`src/rtl/seq_pkg.sv`:
```
// +------------------------------------------------------------------+
// | seq_pkg : shared state encoding and reference pattern            |
// | Rev 1.0                                                          |
// +------------------------------------------------------------------+
`default_nettype none

package seq_pkg;

    typedef enum logic [1:0] {
        IDLE = 2'd0,
        SEND = 2'd1,
        GAP  = 2'd2,
        FIN  = 2'd3
    } state_t;

    localparam int          PAT_LEN_1100111 = 7;
    localparam logic [6:0]  PATTERN_1100111 = 7'b1100111;

endpackage : seq_pkg

`default_nettype wire

```
`src/rtl/seq_bit_counter.sv`:
```
// +------------------------------------------------------------------+
// | seq_bit_counter : loadable down-counter with enable and zero flag|
// | Rev 1.0                                                          |
// +------------------------------------------------------------------+
`default_nettype none

module seq_bit_counter #(
    parameter int WIDTH = 4
) (
    input  logic             clk,
    input  logic             rst_n,
    input  logic             load,
    input  logic [WIDTH-1:0] load_val,
    input  logic             dec,
    output logic [WIDTH-1:0] count,
    output logic             zero
);

    // Load has priority; decrement saturates at zero so the count never wraps.
    always_ff @(posedge clk or negedge rst_n) begin
        if (!rst_n) begin
            count <= '0;
        end else if (load) begin
            count <= load_val;
        end else if (dec && (count != '0)) begin
            count <= count - 1'b1;
        end
    end

    assign zero = (count == '0);

endmodule : seq_bit_counter

`default_nettype wire

```
`src/rtl/seq_pattern_tx.sv`:
```
// +------------------------------------------------------------------+
// | seq_pattern_tx : repeats a fixed serial pattern MSB-first        |
// | Rev 1.0                                                          |
// +------------------------------------------------------------------+
`default_nettype none

module seq_pattern_tx
    import seq_pkg::*;
#(
    parameter int                  PAT_LEN = 7,
    parameter logic [PAT_LEN-1:0]  PATTERN = PATTERN_1100111,
    parameter int                  GAP_LEN = 2,
    parameter int                  CNT_W   = 4
) (
    input  logic             clk,
    input  logic             rst_n,
    input  logic             start,
    input  logic [CNT_W-1:0] reps,
    input  logic             en,
    input  logic             abort,
    output logic             out,
    output logic             out_valid,
    output logic             busy,
    output logic             done
);

    localparam int IDX_W    = (PAT_LEN > 1) ? $clog2(PAT_LEN) : 1;
    localparam int GAP_W    = (GAP_LEN > 1) ? $clog2(GAP_LEN) : 1;
    localparam int GAP_LAST = (GAP_LEN > 0) ? GAP_LEN - 1 : 0;

    localparam logic [IDX_W-1:0] IDX_LAST = IDX_W'(PAT_LEN - 1);
    localparam logic [GAP_W-1:0] GAP_END  = GAP_W'(GAP_LAST);

    state_t             state;
    logic [GAP_W-1:0]   gap_cnt;
    logic [IDX_W-1:0]   bit_idx;
    logic               bit_zero;
    logic [CNT_W-1:0]   rep_cnt;
    logic               rep_zero;

    logic               start_go;
    logic               send_bit;
    logic               pat_end;
    logic               rep_more;
    logic [CNT_W-1:0]   reps_eff;

    assign start_go = (state == IDLE) && start && !abort;
    assign send_bit = (state == SEND) && en && !abort;
    assign pat_end  = send_bit && bit_zero;
    assign rep_more = !rep_zero && (rep_cnt != CNT_W'(1));
    assign reps_eff = (reps == '0) ? CNT_W'(1) : reps;

    seq_bit_counter #(.WIDTH(IDX_W)) u_bit_cnt (
        .clk      (clk),
        .rst_n    (rst_n),
        .load     (start_go || (pat_end && rep_more)),
        .load_val (IDX_LAST),
        .dec      (send_bit && !bit_zero),
        .count    (bit_idx),
        .zero     (bit_zero)
    );

    seq_bit_counter #(.WIDTH(CNT_W)) u_rep_cnt (
        .clk      (clk),
        .rst_n    (rst_n),
        .load     (start_go),
        .load_val (reps_eff),
        .dec      (pat_end && rep_more),
        .count    (rep_cnt),
        .zero     (rep_zero)
    );

    always_ff @(posedge clk or negedge rst_n) begin
        if (!rst_n) begin
            state     <= IDLE;
            gap_cnt   <= '0;
            out       <= 1'b0;
            out_valid <= 1'b0;
            busy      <= 1'b0;
            done      <= 1'b0;
        end else if (abort) begin
            state     <= IDLE;
            gap_cnt   <= '0;
            out       <= 1'b0;
            out_valid <= 1'b0;
            busy      <= 1'b0;
            done      <= 1'b0;
        end else begin
            case (state)
                IDLE: begin
                    out       <= 1'b0;
                    out_valid <= 1'b0;
                    done      <= 1'b0;
                    if (start) begin
                        busy  <= 1'b1;
                        state <= SEND;
                    end
                end
                SEND: begin
                    done <= 1'b0;
                    if (en) begin
                        out       <= PATTERN[bit_idx];
                        out_valid <= 1'b1;
                        if (bit_zero) begin
                            if (!rep_more) begin
                                state <= FIN;
                            end else if (GAP_LEN > 0) begin
                                gap_cnt <= '0;
                                state   <= GAP;
                            end
                        end
                    end else begin
                        out_valid <= 1'b0;
                    end
                end
                GAP: begin
                    done <= 1'b0;
                    if (en) begin
                        out       <= 1'b0;
                        out_valid <= 1'b1;
                        if (gap_cnt == GAP_END) begin
                            gap_cnt <= '0;
                            state   <= SEND;
                        end else begin
                            gap_cnt <= gap_cnt + 1'b1;
                        end
                    end else begin
                        out_valid <= 1'b0;
                    end
                end
                FIN: begin
                    // Completion step ignores en so done follows the last bit directly.
                    out       <= 1'b0;
                    out_valid <= 1'b0;
                    busy      <= 1'b0;
                    done      <= 1'b1;
                    state     <= IDLE;
                end
                default: begin
                    state <= IDLE;
                end
            endcase
        end
    end

endmodule : seq_pattern_tx

`default_nettype wire

```
`config.mk`:
```
export PLATFORM = sky130hd
export DESIGN_NAME = seq_pattern_tx
export DESIGN_NICKNAME = d
export VERILOG_FILES = /design/src/rtl/seq_pkg.sv /design/src/rtl/seq_bit_counter.sv /design/src/rtl/seq_pattern_tx.sv
export SDC_FILE = /design/constraint.sdc
export NUM_CORES = 1
export LEC_CHECK = 0
export ABC_CLOCK_PERIOD_IN_PS = 2400
export BUFFER_PORTS_ARGS = -buffer_cell sky130_fd_sc_hd__clkbuf_2
export CAP_MARGIN = 20
export CORE_MARGIN = 4
export CORE_UTILIZATION = 52
export CTS_BUF_LIST = sky130_fd_sc_hd__clkbuf_4 sky130_fd_sc_hd__clkbuf_8 sky130_fd_sc_hd__clkbuf_16
export DETAILED_ROUTE_END_ITERATION = 12
export MAX_ROUTING_LAYER = met4
export PLACE_DENSITY = 0.73
export SYNTH_ARGS = -nofsm -noshare
export SYNTH_HDL_FRONTEND = slang
export SYNTH_HIERARCHICAL = 1
export SYNTH_SLANG_ARGS = --single-unit
```
`constraint.sdc`:
```
create_clock -name clk -period 2.4 [get_ports clk]
set_input_delay 0.48 -clock clk [delete_from_list [all_inputs] [get_ports clk]]
set_output_delay 0.48 -clock clk [all_outputs]
set_load 0.01 [all_outputs]
```
Word-level counts from Yosys, hierarchy flattened
Memories as Yosys holds them, arrays and structs flattened.
Index checks and enable logic that the tools add are counted.
Widths: inputs -> output; s select.

cells by class
  $add $sub $neg = 3
  reduce and logical (&&, ||, !) cells = 31
  magnitude comparators = 1
  equality and inequality tests = 10
  muxes and demuxes = 33

operators by type and width
  kind                 number
  $ne 3x3->1 const B   6
  $mux 1               16
  $mux 2               6
  $mux 4               3
  $logic_and 1x1->1    10
  $reduce_and 5->1     2
  $reduce_bool 3->1    3
  $logic_not 4->1      2
  $pmux 1 s2           4
  $pmux 2 s4           1
  $mux 3               2
  $eq 2x2->1 const B   2
  $lt 3x4->1 const B   1
  $ne 4x1->1 const B   1
  $reduce_and 2->1     2
  $reduce_bool 2->1    2
  $reduce_bool 4->1    1
  $reduce_or 2->1      2
  $sub 4x1->4 const B  1
  $logic_not 1->1      3
  $logic_not 3->1      1
  $pmux 1 s3           1
  $reduce_or 3->1      1
  $sub 3x1->3 const B  1
  4 further kinds      4

word-level totals
  ROM bits = 8
  memories kept = 1
  word-level logic and storage cells = 87
  bits in registers = 14

memories
  memory           words  bits a word  read ports  clocked after Yosys merged registers in  write ports  line                   RTL
  (no name shown)  8      1            1           0                                        0            seq_pattern_tx.sv:102  out <= PATTERN[bit_idx];

Depth between registers and ports, before layout
Gate-level depths: netlist (run 1).

  word-level depth = 8
  gate-level depth with buffers = 8

Modules after synthesis
The synthesis (run 1) kept the hierarchy.

modules (own cells, without submodules)
  module                        times used  cells an instance  area each (sq um)
  seq_pattern_tx                1           65                 546.8
  seq_bit_counter at u_rep_cnt  1           27                 270.3
  seq_bit_counter at u_bit_cnt  1           19                 190.2

Worst setup path after synthesis (run 1)
No wires, ideal clock.

  path type = register -> register
  start point = register u_rep_cnt.count[1]
  end point = register u_rep_cnt.count[1]
  data arrival time = 1949 ps
  stages on the path, launching flop included = 8
  setup slack = 371 ps
  period minus slack after synthesis = 2029 ps
  setup time = 80 ps
  cell sequence = dfrtp_1 inv_1 ha_1 nor3b_2 nor4_1 inv_1 or4_1 o211ai_2

on the way
  cells in the longest elaborated chain, start to end = 6
  elaborated cells on any way between the ends = 11

ends and longest elaborated chain
  item                                line                   RTL
  start: declaration                  seq_bit_counter.sv:15  output logic [WIDTH-1:0] count,
  start signal: assignment            seq_bit_counter.sv:24  count <= load_val;
  start signal: assignment            seq_bit_counter.sv:26  count <= count - 1'b1;
  $logic_not 4->1                     seq_bit_counter.sv:30  assign zero = (count == '0);
  via rep_zero                        seq_pattern_tx.sv:39   logic rep_zero;
  $logic_not 1->1                     seq_pattern_tx.sv:50   assign rep_more = !rep_zero && (rep_cnt != CNT_W'(1));
  $logic_and 1x1->1                   seq_pattern_tx.sv:50
  $logic_and 1x1->1                   seq_pattern_tx.sv:68   .dec (pat_end && rep_more),
  $logic_and 1x1->1                   seq_bit_counter.sv:25  end else if (dec && (count != '0)) begin
  $reduce_bool 2->1 (no source line)  --

The timed path passes the listed nets, and every way through them passes these cells. The select of a mux whose other input is x is not followed.
A chain may end at the register's enable or synchronous reset.

Worst setup path in the final report (run 1)
  start point = register u_rep_cnt.count[1]
  end point = register u_bit_cnt.count[2]

on the way
  cells in the longest elaborated chain, start to end = 6
  elaborated cells on any way between the ends = 8

ends and longest elaborated chain
  item                                         line                   RTL
  $logic_not 4->1 *                            seq_bit_counter.sv:30
  via rep_zero                                 seq_pattern_tx.sv:39
  $logic_not 1->1 *                            seq_pattern_tx.sv:50
  $logic_and 1x1->1 *                          seq_pattern_tx.sv:50
  $logic_and 1x1->1 *                          seq_pattern_tx.sv:56   .load (start_go || (pat_end && rep_more)),
  $logic_or 1x1->1 *                           seq_pattern_tx.sv:56
  $mux 3 or $reduce_bool 2->1 (tied branches)  --
  end signal: assignment                       seq_bit_counter.sv:24
  end signal: assignment                       seq_bit_counter.sv:26
  end: declaration                             seq_bit_counter.sv:15

The timed path passes the listed nets; every way through them passes the cells marked *.

==> results.py, run 1 <==
metrics = {
    "run_status": {
        "status": "finished clean",
    },
    "drt": {
        "ant_nets": 0,
        "finalWirelength_um": 2020,
        "wl_per_cell_um": 13.4,
        "drc": 0,
        "dr.first_iter.drc_count": 21,
        "dr.pass1.iters": 4,
        "vias_per_cell": 5.65,
        "vias": 847,
    },
    "timing": {
        "finalSetupViolCount": 0,
        "max-slew-margin-rel": 0.600,
        "setup_ws_ns": 0.185,
        "fin_setup_tns_ns": 0,
        "drv_slew": 0,
        "fmax_mhz": 451,
        "final-hold-violation-count": 0,
        "worst_pin_slew_ns": 0.597,
        "rsz0062_at_grt": "no",
        "fin_skew_ns": 0.00484,
        "period_share": 0.923,
        "fin_crit_ns": 2.22,
    },
    "setup_path": {
        "critPathSlowestCell": "or4b_1",
        "startpoint_type": "flop",
        "crit_required_ns": 2.59,
        "critPathCaptureType": "flop",
        "critical-path-max-stage-delay_ns": 0.57,
        "cp_max_fo": 9,
        "worstSetupPathType": "reg2reg",
        "cp.arrival_ns": 2.40,
        "crit_chain": "inv_1, ha_1, nor3b_2, nor2_2, nand4_1, a21oi_1, or4b_1, o311ai_1",
    },
    "synth": {
        "synthArstFlopShare": 1.00,
        "synth_top_flop_cell": "dfrtp_1",
        "ys_ff_latch": 14,
        "synthCells": 111,
        "synth_common_cells": "dfrtp_1 (14), nand2_1 (11), inv_1 (10)",
        "synth_edf_count": 0,
        "yosys.area.top_type": "dfrtp_1",
        "yosysTopAreaCellShare": 0.348,
        "synth_area_um2": 1010,
        "synth_most_common_cell": "dfrtp_1",
        "synth_area_per_cell_um2": 9.07,
        "seq_area_frac_synth": 0.348,
        "ys_types": 42,
        "yosysWarnings": 6,
        "synth_area_leaders": "dfrtp_1 (35%), ha_1 (9.9%), nand2_1 (4.1%)",
    },
    "place": {
        "place_area_um2": 1090,
        "dp_hpwl_um": 1560,
        "place_ws_ns": 0.221,
        "dp_cells": 146,
        "finalWeightedCongestion": 0.880,
        "port_buffers": 12,
    },
    "floorplan": {
        "start_util": 0.565,
        "core_area_um2": 1780,
        "rows": 15,
        "ioPinCount": 13,
        "die_y_um": 52.0,
        "die_area_um2": 2710,
        "die_w_um": 52.0,
    },
    "global_route": {
        "grt_overflow": 0,
        "antenna_found_initial": 0,
        "grt_max_degree": 15,
        "grt_first_pass_wirelength_um": 3550,
        "grt_pass1_vias": 826,
        "grtUsageTotal": 0.181,
    },
    "cts": {
        "hold_buffers": 0,
        "post_cts_resized": 0,
        "cts.clk_slew.worst_paths_ns": 0.09,
        "cts_sinks": 14,
        "ctsRootBufferMaster": "clkbuf_4",
        "cts-buffers-inserted": 3,
        "cts_tree": "yes",
        "htree_levels": 1,
        "clock_latency_ns": 0.28,
        "cts_setup_buffers": 0,
        "cts_buffer_depth": 2,
    },
    "power_and_ir_drop": {
        "pwr_density_cell_nw_per_um2": 1040,
        "irDropWorstVdd_uv": 556,
        "power.leakage_nw": 0.528,
    },
    "flow_run": {
        "drv_cap": 0,
    },
    "final_layout": {
        "n_fill_cell": 165,
        "layout-drive-gt1-share": 0.224,
        "area_delta_synth_final_pct": 11.8,
        "diodes": 0,
        "nNetsFinal": 143,
        "stdcell_count": 150,
        "final_area_um2": 1130,
    },
    "min_path": {
        "hp-class": "in2async",
    },
}
[worst paths after layout]
check                                   startpoint            endpoint  slack (ns)  cells past startpoint
worst max-delay path            u_rep_cnt/count[1]  u_bit_cnt/count[2]        0.18                      8
worst min-delay path                         rst_n                 out        0.08                      1
worst max register to register  u_rep_cnt/count[1]  u_bit_cnt/count[2]        0.18                      8
worst min register to register                 out                 out        0.52                      2
max in group asynchronous                    rst_n  u_rep_cnt/count[0]        2.05                      1
min in group clk                           reps[1]  u_rep_cnt/count[1]        0.43                      3
[layout by cell type (no fill, tap or decap), types with 3 or more instances in the layout]
master / instances
a21oi_1: 6
clkbuf_2: 12
clkbuf_4: 3
conb_1: 3
dfrtp_1: 14
ha_1: 8
inv_1: 10
nand2_1: 11
nor2_1: 7
nor2b_1: 4
nor3_1: 4
o21ai_0: 4
or4b_1: 3
[flip-flops by register name (all words and copies together) (netlist names)]
register	cells
done	1
out_valid	1
u_rep_cnt/count	4
gap_cnt	1
busy	1
out	1
state	2
u_bit_cnt/count	3
[cell type report]
cell class,count,area (um2),area share
multi-input cells,82,592,0.526
flip-flops and latches,14,350,0.311
repair buffers,14,75.1,0.0667
inverters,11,41.3,0.0367
clock buffers,4,36.3,0.0322
well taps,25,31.3,0.0278
[critical path, delay by kind of cell (launching register included)]
family,cells,cell delay [ns]
compound gates,2,0.26
buf+inv,1,0.08
flops,1,0.44
fa+ha+maj,1,0.19
simple gates,4,1.14
[kinds of logic after synthesis]
group / count (synthesis) / synth area share
AOI/OAI and AO/OA: 23 / 0.170
adders and majority gates: 8 / 0.0994
buffers and inverters: 16 / 0.0683
DFF: 14 / 0.348
other: 2 / 0.00746
and+or+nand+nor: 48 / 0.307
[stage by stage]
step | power (mW) | hold slack [ns] | util
after floorplan | 0.854 | 0.184 | -
after global placement | 0.975 | 0.403 | 0.611
after detailed placement | 1.00 | 0.405 | 0.611
after CTS | 1.18 | 0.0913 | 0.632
after global routing | 1.28 | 0.0996 | 0.632
final | 1.17 | 0.0830 | 0.632
[report_power, final]
group | switching, mW | internal, mW
clock network | 0.0790 | 0.0924
registers | 0.110 | 0.328
logic | 0.309 | 0.254
[metal layers]
metal,vias to the layer above,routed length (um),global-route usage
li1,417,-,-
met2,31,917,0.278
met4,0,23,0.0437
met5,-,0,-
met1,395,951,0.239
met3,4,124,0.0430
No activity file was read; power rests on OpenSTA's default activity.
==> run 2, diff against run 1 <==
PLACE_DENSITY = 0.78   (was 0.73)
==> results.py, run 2 (same netlist as run 1, synthesis figures left out) <==
metrics = {
    "run_status": {
        "status": "finished clean",
    },
    "floorplan": {
        "core_area_um2": 1780,
        "die_y_um": 52.0,
        "die_w_um": 52.0,
        "rows": 15,
        "ioPinCount": 13,
        "start_util": 0.565,
        "die_area_um2": 2710,
    },
    "drt": {
        "dr.pass1.iters": 5,
        "ant_nets": 0,
        "wl_per_cell_um": 13.5,
        "finalWirelength_um": 2020,
        "drc": 0,
        "dr.first_iter.drc_count": 9,
        "vias_per_cell": 5.35,
        "vias": 797,
    },
    "setup_path": {
        "critPathCaptureType": "flop",
        "crit_required_ns": 2.57,
        "crit_cells": 8,
        "critical_path.top_delay_family": "simple AND/OR/NAND/NOR gates",
        "critPathSlowestCell": "or4b_1",
        "reg2reg_depth": 8,
        "cp.buffers_inverters": 1,
        "cp_max_fo": 9,
        "startpoint_type": "flop",
        "critical-path-max-stage-delay_ns": 0.55,
        "cp.arrival_ns": 2.39,
        "worstSetupPathType": "reg2reg",
        "crit_chain": "inv_1, ha_1, nor3b_4, nor2_2, nand4_1, a21oi_1, or4b_1, o311ai_1",
    },
    "place": {
        "finalWeightedCongestion": 0.815,
        "port_buffers": 12,
        "dp_cells": 146,
        "dp_hpwl_um": 1550,
    },
    "timing": {
        "worst_pin_slew_ns": 0.586,
        "drv_slew": 0,
        "fin_setup_tns_ns": 0,
        "final-hold-violation-count": 0,
        "period_share": 0.926,
        "finalSetupViolCount": 0,
        "fmax_mhz": 450,
        "max-slew-margin-rel": 0.608,
        "rsz0062_at_grt": "no",
        "fin_crit_ns": 2.22,
        "fin_skew_ns": 0.000433,
    },
    "global_route": {
        "grt_pass1_vias": 772,
        "grt_first_pass_wirelength_um": 3450,
        "grt_overflow": 0,
        "grt_max_degree": 15,
        "grtUsageTotal": 0.176,
        "antenna_found_initial": 0,
    },
    "final_layout": {
        "regArea_um2": 350,
        "top_register": "u_rep_cnt/count",
        "n_fill_cell": 152,
        "largest_reg_flops": 4,
        "nNetsFinal": 143,
        "stdcell_count": 149,
        "layout-drive-gt1-share": 0.226,
        "biggestRegsByFlops": "u_rep_cnt/count (4), u_bit_cnt/count (3), state (2)",
        "multi_input_area_um2": 604,
        "diodes": 0,
        "layout.cells.most_common": "dfrtp_1",
        "area_delta_synth_final_pct": 11.7,
        "final_cell_mix": "dfrtp_1 (14), clkbuf_2 (12), nand2_1 (11)",
    },
    "power_and_ir_drop": {
        "power.leakage_nw": 0.522,
        "irDropWorstVdd_uv": 558,
        "sw_frac_of_total": 0.437,
        "internal_power_uw": 649,
        "power.share.clock": 0.115,
        "comb_power_share": 0.501,
        "p_switching_uw": 503,
        "seqPwrFrac": 0.384,
        "pwr_density_cell_nw_per_um2": 1020,
    },
    "cts": {
        "ctsRootBufferMaster": "clkbuf_4",
        "hold_buffers": 0,
        "cts_buffer_depth": 2,
        "htree_levels": 1,
        "cts.clk_slew.worst_paths_ns": 0.08,
        "cts_setup_buffers": 0,
        "cts_tree": "yes",
        "clock_latency_ns": 0.27,
        "cts_sinks": 14,
        "cts-buffers-inserted": 3,
        "post_cts_resized": 0,
    },
    "min_path": {
        "hp-class": "in2async",
    },
    "flow_run": {
        "drv_cap": 0,
    },
}
-- run 2: final timing paths --
| path | slack (ns) | to | startpoint |
|---|---|---|---|
| hold reg to reg | 0.52 | out | out |
| setup reg to reg | 0.18 | u_bit_cnt/count[2] | u_rep_cnt/count[0] |
| max in group asynchronous | 2.03 | u_rep_cnt/count[3] | rst_n |
| hold / removal | 0.10 | out | rst_n |
| setup / recovery | 0.18 | u_bit_cnt/count[2] | u_rep_cnt/count[0] |
| min in group clk | 0.44 | u_rep_cnt/count[1] | reps[1] |
-- run 2: per-stage QoR --
stage	power, mW	util	cell area (um2)	hold WS (ns)	setup slack [ns]
2_1_floorplan	0.854	-	1010	0.184	0.371
3_3_place_gp	0.971	0.611	1090	0.410	0.251
3_5_place_dp	1.00	0.611	1090	0.410	0.00489
4_1_cts	1.14	0.624	1110	0.106	0.0235
5_1_grt	1.26	0.631	1120	0.107	0.00241
6_report	1.15	0.631	1120	0.101	0.178
-- run 2: per-layer routing --
| layer | routed length [um] | part of all wire | vias to the layer above | track usage |
|---|---|---|---|---|
| li1 | - | - | 412 | - |
| met1 | 949 | 0.47 | 368 | 0.234 |
| met2 | 993 | 0.49 | 15 | 0.276 |
| met3 | 62 | 0.031 | 2 | 0.0258 |
| met4 | 10 | 0.0050 | 0 | 0.0524 |
| met5 | 0 | 0 | - | - |
-- run 2: final cells by class --
type,count,area share
clock buffers,3,0.0200
inverters,11,0.0367
multi-input cells,82,0.537
flip-flops and latches,14,0.311
well taps,25,0.0278
repair buffers,14,0.0667
-- run 2: power by group through the flow --
| stage | Combinational (mW) | Clock (mW) | Sequential, mW |
|---|---|---|---|
| 6_report | 0.577 | 0.132 | 0.443 |
| 5_1_grt | 0.652 | 0.149 | 0.461 |
| 4_1_cts | 0.564 | 0.136 | 0.438 |
| 3_5_place_dp | 0.563 | 0 | 0.442 |
| 3_3_place_gp | 0.537 | 0 | 0.434 |
| 2_1_floorplan | 0.428 | 0 | 0.426 |
==> run 3, diff against run 2 <==
ABC_CLOCK_PERIOD_IN_PS = 2200   (was 2400)
clock period = 2.2 ns   (was 2.4 ns; I/O delays follow)
==> results.py, run 3 (same netlist as run 1, synthesis figures left out) <==
metrics = {
    "global_route": {
        "grt_first_pass_wirelength_um": 3330,
        "antenna_found_initial": 0,
        "grtUsageTotal": 0.167,
        "grt_overflow": 0,
        "grt_max_degree": 15,
        "grt_pass1_vias": 800,
    },
    "flow_run": {
        "drv_cap": 0,
    },
    "cts": {
        "cts_tree": "yes",
        "ctsRootBufferMaster": "clkbuf_4",
        "cts-buffers-inserted": 3,
        "hold_buffers": 0,
        "cts_buffer_depth": 2,
        "cts_sinks": 14,
        "clock_latency_ns": 0.28,
        "cts.clk_slew.worst_paths_ns": 0.09,
        "htree_levels": 1,
    },
    "power_and_ir_drop": {
        "p_switching_uw": 554,
        "pwr_density_cell_nw_per_um2": 1140,
        "sw_frac_of_total": 0.416,
        "comb_power_share": 0.512,
        "seqPwrFrac": 0.348,
        "power.leakage_nw": 0.548,
        "irDropWorstVdd_uv": 610,
        "power.share.clock": 0.140,
        "internal_power_uw": 779,
    },
    "drt": {
        "drc": 0,
        "wl_per_cell_um": 12.6,
        "ant_nets": 0,
        "vias": 830,
        "finalWirelength_um": 1940,
        "vias_per_cell": 5.39,
        "dr.pass1.iters": 4,
        "dr.first_iter.drc_count": 16,
    },
    "setup_path": {
        "startpoint_type": "flop",
        "r2r_setup_slack_ns": 0.12,
        "r2r_end": "u_bit_cnt/count[1]",
        "reg2reg_depth": 8,
        "worstSetupStartpoint": "u_rep_cnt/count[0]",
        "r2r_start": "u_rep_cnt/count[0]",
        "endpoint": "u_bit_cnt/count[1]",
        "cp_max_fo": 9,
        "crit_required_ns": 2.38,
        "worstSetupPathType": "reg2reg",
        "cp.arrival_ns": 2.26,
        "critPathCaptureType": "flop",
    },
    "floorplan": {
        "die_area_um2": 2710,
        "die_y_um": 52.0,
        "rows": 15,
        "die_w_um": 52.0,
        "core_area_um2": 1780,
        "ioPinCount": 13,
        "start_util": 0.565,
    },
    "timing": {
        "max-slew-margin-rel": 0.618,
        "final-hold-violation-count": 0,
        "whs_ns": 0.0387,
        "period_share": 0.945,
        "worst_pin_slew_ns": 0.570,
        "fin_crit_ns": 2.08,
        "finalSetupViolCount": 0,
        "fmax_mhz": 481,
        "drv_slew": 0,
        "fin_skew_ns": 0.0118,
    },
    "final_layout": {
        "layout.cells.most_common": "dfrtp_1",
        "biggestRegsByFlops": "u_rep_cnt/count (4), u_bit_cnt/count (3), state (2)",
        "area_delta_synth_final_pct": 16.3,
        "final_area_um2": 1170,
        "final_cell_mix": "dfrtp_1 (14), clkbuf_2 (12), nand2_1 (11)",
        "layout-drive-gt1-share": 0.264,
        "diodes": 0,
        "nNetsFinal": 147,
        "top_register": "u_rep_cnt/count",
        "largest_reg_flops": 4,
    },
    "run_status": {
        "status": "finished clean",
    },
    "place": {
        "dp_hpwl_um": 1510,
        "port_buffers": 12,
        "place_area_um2": 1110,
        "finalWeightedCongestion": 0.877,
    },
    "min_path": {
        "hp-class": "in2async",
    },
}
run 3: cell types whose count changed in the layout (fill, tap and decap cells not counted), sizes merged:
cell,previous run,this run
clkbuf,15,16
buf,2,6
run 3: per-layer routing:
metal	global-route usage	routed length, um	up-vias
met5	-	0	-
met4	0.0262	5	0
met3	0.0516	69	2
met2	0.280	918	10
met1	0.200	943	391
li1	-	-	427
run 3: worst min-delay path by stage:
stage | start | to | slack (ns) | cells after the start
after detailed placement | rst_n | u_bit_cnt/count[1] | 0.36 | 1
after floorplan | rst_n | busy | 0.14 | 0
after global placement | rst_n | u_bit_cnt/count[1] | 0.37 | 1
after CTS | rst_n | u_bit_cnt/count[0] | 0.05 | 1
final | rst_n | u_bit_cnt/count[0] | 0.04 | 1
after global routing | rst_n | u_bit_cnt/count[0] | 0.06 | 1
run 3: repair_timing:
item / in CTS / in global routing
endpoints found under the setup margin: 0 / 5
buffers inserted: 0 / 1
resized for setup: 0 / 3
run 3: cell type report:
class	count	area [um2]
clock buffer	4	36.3
fill	153	612
inverter	11	41.3
multi-input combinational	82	607
sequential	14	350
tap	25	31.3
timing repair buffer	18	105
run 3: power groups by stage:
stage | clock network [mW] | registers, mW | logic [mW]
3_5_place_dp | 0 | 0.462 | 0.650
2_1_floorplan | 0 | 0.465 | 0.467
4_1_cts | 0.194 | 0.458 | 0.653
3_3_place_gp | 0 | 0.458 | 0.627
6_report | 0.186 | 0.464 | 0.683
5_1_grt | 0.204 | 0.481 | 0.770
run 3: critical path: stages, from the launching register on:
cell and delay [ns]:
dfrtp_1 0.39, inv_1 0.06, ha_1 0.21, nor3b_4 0.29, nor2_2 0.10, nand4_1 0.10
a21oi_1 0.17, or4b_1 0.57, o311ai_1 0.09
run 3: per-stage QoR:
step | util | instances | TNS [ns] | power [mW] | setup slack (ns)
after floorplan | - | 112 | 0 | 0.932 | 0.171
after global placement | 0.624 | 149 | 0 | 1.09 | 0.116
after detailed placement | 0.624 | 149 | 0 | 1.11 | 0.0841
after CTS | 0.644 | 153 | 0 | 1.30 | 0.0451
after global routing | 0.657 | 154 | -0.0259 | 1.45 | -0.0133
final | 0.657 | 154 | 0 | 1.33 | 0.122
